`src/rtl/uart_pkg.sv`:
```
// uart_pkg: shared state type and sizing helpers for the uart tx arbiter
package uart_pkg;
  typedef enum logic [1:0] {ARB, LAUNCH, WAIT, GAP} uart_arb_state_t;
  function automatic int calc_div(input int clk_freq, input int baud_rate);
    return clk_freq / baud_rate;
  endfunction
  function automatic int cnt_width(input int timeout, input int gap_len);
    return $clog2((timeout > gap_len ? timeout : gap_len) + 1);
  endfunction
endpackage

```
`src/rtl/rr_arbiter.sv`:
```
// rr_arbiter: combinational round-robin select starting at ptr
module rr_arbiter #(
  parameter int N = 4
) (
  input  logic [N-1:0]         valid,
  input  logic [$clog2(N)-1:0] ptr,
  output logic [N-1:0]         onehot,
  output logic [$clog2(N)-1:0] idx,
  output logic                 any
);
  localparam int W = $clog2(N);
  always_comb begin
    idx = '0;
    any = |valid;
    for (int k = N - 1; k >= 0; k--)
      if (valid[(int'(ptr) + k) % N]) idx = W'((int'(ptr) + k) % N);
    onehot = any ? (N'(1) << idx) : '0;
  end
endmodule

```
`src/rtl/uart_tx_arbiter.sv`:
```
// uart_tx_arbiter: round-robin sharing of one uart_tx between N_REQ byte producers
module uart_tx_arbiter
  import uart_pkg::*;
#(
  parameter int N_REQ     = 4,
  parameter int CLK_FREQ  = 50000000,
  parameter int BAUD_RATE = 9600,
  parameter int GAP_BITS  = 1,
  parameter int TIMEOUT   = 12 * calc_div(CLK_FREQ, BAUD_RATE)
) (
  input  logic                     clk,
  input  logic                     rst_n,
  input  logic [N_REQ-1:0]         req_valid,
  input  logic [8*N_REQ-1:0]       req_data,
  output logic [N_REQ-1:0]         req_ready,
  output logic                     tx_en,
  output logic [7:0]               tx_data,
  input  logic                     tx_done,
  output logic                     busy,
  output logic [$clog2(N_REQ)-1:0] grant_id,
  output logic                     timeout_err
);
  localparam int DIV = calc_div(CLK_FREQ, BAUD_RATE);
  localparam int GL = GAP_BITS * DIV;
  localparam int CW = cnt_width(TIMEOUT, GL);
  localparam int IW = $clog2(N_REQ);
  localparam logic [CW-1:0] TO_LAST = CW'(TIMEOUT - 1);
  localparam logic [CW-1:0] GL_LAST = CW'(GL > 0 ? GL - 1 : 0);
  localparam uart_arb_state_t POST = GL > 0 ? GAP : ARB;
  uart_arb_state_t state;
  logic [IW-1:0] ptr;
  logic [CW-1:0] cnt;
  logic [N_REQ-1:0] win_oh;
  logic [IW-1:0] win_idx;
  logic any;
  rr_arbiter #(.N(N_REQ)) u_rr (
    .valid(req_valid),
    .ptr(ptr),
    .onehot(win_oh),
    .idx(win_idx),
    .any(any)
  );
  assign req_ready = (state == ARB) ? win_oh : '0;
  always_ff @(posedge clk or negedge rst_n) begin
    if (!rst_n) begin
      state       <= ARB;
      ptr         <= '0;
      cnt         <= '0;
      tx_en       <= 1'b0;
      tx_data     <= 8'h00;
      busy        <= 1'b0;
      grant_id    <= '0;
      timeout_err <= 1'b0;
    end else begin
      tx_en       <= 1'b0;
      timeout_err <= 1'b0;
      case (state)
        ARB:
          if (any) begin
            tx_data  <= req_data[8*win_idx +: 8];
            grant_id <= win_idx;
            ptr      <= IW'((int'(win_idx) + 1) % N_REQ);
            tx_en    <= 1'b1;
            busy     <= 1'b1;
            state    <= LAUNCH;
          end
        LAUNCH: begin
          cnt   <= '0;
          state <= WAIT;
        end
        WAIT:
          if (tx_done || cnt == TO_LAST) begin
            timeout_err <= !tx_done;
            cnt         <= '0;
            busy        <= (POST != ARB);
            state       <= POST;
          end else cnt <= cnt + 1'b1;
        GAP:
          if (cnt == GL_LAST) begin
            busy  <= 1'b0;
            state <= ARB;
          end else cnt <= cnt + 1'b1;
        default: state <= ARB;
      endcase
    end
  end
endmodule
```
`config.mk`:
```
export PLATFORM = sky130hd
export DESIGN_NAME = uart_tx_arbiter
export DESIGN_NICKNAME = d
export VERILOG_FILES = /design/src/rtl/uart_pkg.sv /design/src/rtl/rr_arbiter.sv /design/src/rtl/uart_tx_arbiter.sv
export SDC_FILE = /design/constraint.sdc
export NUM_CORES = 1
export LEC_CHECK = 0
export CAP_MARGIN = 20
export CORE_MARGIN = 4
export CORE_UTILIZATION = 43
export DETAILED_ROUTE_END_ITERATION = 10
export GPL_ROUTABILITY_DRIVEN = 1
export PLACE_DENSITY = 0.76
export SYNTH_ARGS = -nofsm -noshare
export SYNTH_HDL_FRONTEND = slang
export SYNTH_SLANG_ARGS = --single-unit
```
`constraint.sdc`:
```
create_clock -name clk -period 2 [get_ports clk]
set_input_delay 0.5 -clock clk [delete_from_list [all_inputs] [get_ports clk]]
set_output_delay 0.5 -clock clk [all_outputs]
set_load 0.01 [all_outputs]
```
==> run_results.csv, run 1 <==
group,metric,value,unit
clock_network,cts_root_buf,"clkbuf_8",
finish,area_growth,52.9,%
timing,timing.final.crit_share,1.10,
worst_setup_path,critical_path_arrival,1.69,ns
finish,layout-drive-gt1-share,0.262,
global_route,grt_remaining_overflow,0,
worst_setup_path,worstSetupPathType,"register to output port",
yosys,synth.distinct_cells,45,
timing,hold_ws,0.483,ns
timing,hold_viol,0,
timing,rsz0062_at_grt,"true",
global_route,grt_pass1_wl,8.36,mm
clock_network,clock_latency,0.28,ns
detailed_routing,vias,1915,
clock_network,clock_sinks,33,
finish,nets,346,
yosys,synth-edff-count,0,
yosys,synthMuxAreaShare,0.0616,
floorplan,die_y,75.7,um
clock_network,clk_path_buf_depth,2,
floorplan,coreArea,0.00438,sq mm
finish,utilization,0.687,
yosys,yosys.area_share.adder,0.0318,
worst_setup_path,start_kind,"register",
finish,n_antenna_cell,0,
placement,gp_congestion,0.864,
status,violations,"negative setup slack",
yosys,async_flop_share,1.00,
floorplan,num_io_pins,56,
floorplan,rows,24,
finish,final_common_cell,"clkdlybuf4s50_1",
yosys,synth_compound_gate_area_share,0.174,
timing,setup_viol,5,
yosys,syn_inst,208,
timing,worstMarginPinSlew,0.512,ns
timing,relSlewSlack,0.657,
yosys,synth_top_family_by_area,"simple AND/OR/NAND/NOR gates",
global_route,antenna_found_initial,0,
power,power_density,1130,mW/mm^2
worst_setup_path,cp.required,1.50,ns
detailed_routing,drc,0,
worst_setup_path,path_buf_inv,1,
yosys,synth-xor-area-share,0.0445,
yosys,synth-seq-area-share,0.419,
floorplan,design.die.area,0.00573,sq mm
floorplan,die_w,75.7,um
timing,period_minus_slack,2.19,ns
yosys,synth_flop_cell,"dfrtp_1",
timing,fmax,0.456,GHz
detailed_routing,via_per_inst,5.41,
placement,dp_hpwl,4.02,mm
worst_setup_path,path_delay_family,"simple AND/OR/NAND/NOR gates",
yosys,synth_area_per_cell,9.47,sq um
yosys,postSynthNetCount,252,
worst_setup_path,path_cells,"nand4b_1 -> o21ai_1 -> or4_4 -> and3_4 -> buf_6",
global_route,grt.total_usage,0.192,
power,p_clk_frac,0.145,
power,irDropWorstVdd,0.836,mV
status,status,"finished, violations left",
job,max_cap_viol_count,0,
power,pwr-share-comb,0.569,
timing,skew,0.00763,ns
detailed_routing,drt-total-wl,5.34,mm
timing,slew_violations,0,
detailed_routing,post_drt_wl_per_cell,15.1,um
clock_network,h-tree-depth,2,
worst_setup_path,cp_slowest_stage_delay,0.53,ns
placement,io_buffer_count,55,
finish,layout_common_cells,"47 x clkdlybuf4s50_1, 38 x buf_4, 32 x dfrtp_1",
clock_network,cts_tree,"yes",
detailed_routing,drt_iter0_drc,148,
power,p_seq_frac,0.286,
timing,fin_ws,-0.191,ns
yosys,synth-simple-area-share,0.233,
clock_network,path_clk_slew,0.06,ns
worst_setup_path,path_max_fanout,5,
power,power.switching,0.00126,W
clock_network,hold_buffers,0,
power,power_leakage,1.29,nW
worst_hold_path,hp-class,"register to register",
yosys,ys_ff_latch,33,
yosys,synth_area,0.00197,sq mm
yosys,yosys_warnings,0,
detailed_routing,ant_nets,0,
placement,post-place-ws,-0.982,ns
global_route,grt_max_degree,34,
power,switching_share,0.371,
global_route,grt_pass1_vias,1804,
worst_setup_path,slowest_stage,"or4_4",
worst_setup_path,cp-end-kind,"output port",
floorplan,initial_utilization,0.449,
power,intPower,0.00214,W
detailed_routing,drt_pass1_iterations,6,
clock_network,numCtsBuffers,5,
-- Yosys cell counts, types with 2 or more instances --
master,instances,area share
dfrtp_1,33,0.42
nor2_1,28,0.053
a211oi_1,18,0.069
nand2_1,15,0.029
mux2i_1,11,0.056
a21boi_0,8,0.030
inv_1,7,0.013
xor2_1,7,0.031
ha_1,5,0.032
nand4_1,5,0.016
nor3_1,5,0.013
and3_1,4,0.013
clkbuf_1,4,0.0076
nor2_2,4,0.013
o21ai_1,4,0.010
a21o_1,3,0.011
a21oi_1,3,0.0076
nand3_1,3,0.0076
nand4b_1,3,0.013
nor4_1,3,0.0095
xnor2_1,3,0.013
a31oi_1,2,0.0064
and2_1,2,0.0064
buf_2,2,0.0051
buf_4,2,0.0076
nand2b_1,2,0.0064
nor2b_1,2,0.0064
nor4bb_1,2,0.010
o31ai_1,2,0.0076
-- worst register-to-register path: stages (launching register included) --
cell	delay [ns]
dfrtp_1	0.39
or4_4	0.53
nor4_4	0.36
o21ai_2	0.13
nor2_2	0.17
mux2_4	0.31
-- sequential cells by signal (all words and copies together) (netlist names) --
signal	flops
grant_id	2
cnt	16
ptr	2
tx_data	8
timeout_err	1
tx_en	1
busy	1
state	2
-- layer usage --
layer / up-vias / global-route usage / wire (um)
met5: - / 0 / 0
met4: 0 / 0.0699 / 93
met3: 8 / 0.0369 / 142
met2: 34 / 0.313 / 2770
met1: 928 / 0.255 / 2340
li1: 945 / - / -
-- metrics by stage --
stage          cell area (sq um)  power, W  std cells  TNS (ns)
2_1_floorplan               2000   0.00192        208         0
3_3_place_gp                2820   0.00270        341     -8.67
5_1_grt                     3010   0.00365        354     -1.00
4_1_cts                     2950   0.00330        350    -0.778
3_5_place_dp                2820   0.00273        341     -9.15
6_report                    3010   0.00340        354    -0.580
-- layout make-up --
type	instances	area, sq um
fillers	372	1370
multi-input cells	159	1180
flip-flops and latches	33	827
repair buffers	95	825
clock buffers	7	86.3
well taps	52	65.1
inverters	8	32.5
-- path summary, 6_finish.rpt --
| path | start | cells after the start | slack (ns) | end |
|---|---|---|---|---|
| max | ptr[0] | 5 | -0.19 | req_ready[1] |
| min reg2reg | grant_id[1] | 1 | 0.48 | grant_id[1] |
| max in group asynchronous | rst_n | 2 | 1.06 | ptr[0] |
| max reg2reg | cnt[8] | 5 | -0.02 | state[1] |
| min | grant_id[1] | 1 | 0.48 | grant_id[1] |
| min in group asynchronous | rst_n | 2 | 0.62 | ptr[1] |
-- repair_timing --
item	in CTS	in global routing
setup endpoints to repair	15	11
endpoints found under the hold margin	0	0
resized for setup	40	10
pin swaps	8	10
buffers inserted	3	4
-- cell families (layout without fill, tap and decap cells) --
logic type,Yosys count,after routing
muxes,12,12
and+or+nand+nor,85,85
buffers and inverters,16,110
AOI/OAI and AO/OA,47,47
xor gates and xnor gates,10,10
DFF,33,33
adders and majority gates,5,5
-- power groups by stage --
stage,Sequential [W],Combinational [W],Clock [W]
floorplan,0.00103,0.000886,0
global placement,0.000973,0.00172,0
detailed placement,0.000975,0.00175,0
CTS,0.000966,0.00183,0.000510
global route,0.000995,0.00210,0.000555
finish,0.000971,0.00193,0.000492
Note: power is estimated with default switching activity, not from simulation.
==> run 2: changes to the inputs <==
Settings changed: SLEW_MARGIN set to 25.
==> results of run 2 <==
Final layout, timing and power as in run 1 (identical DEF).
==> run 3: changes to the inputs <==
Settings changed: ABC_CLOCK_PERIOD_IN_PS set to 2000.
==> results of run 3 <==
Final layout, timing and power as in run 1 (identical DEF).
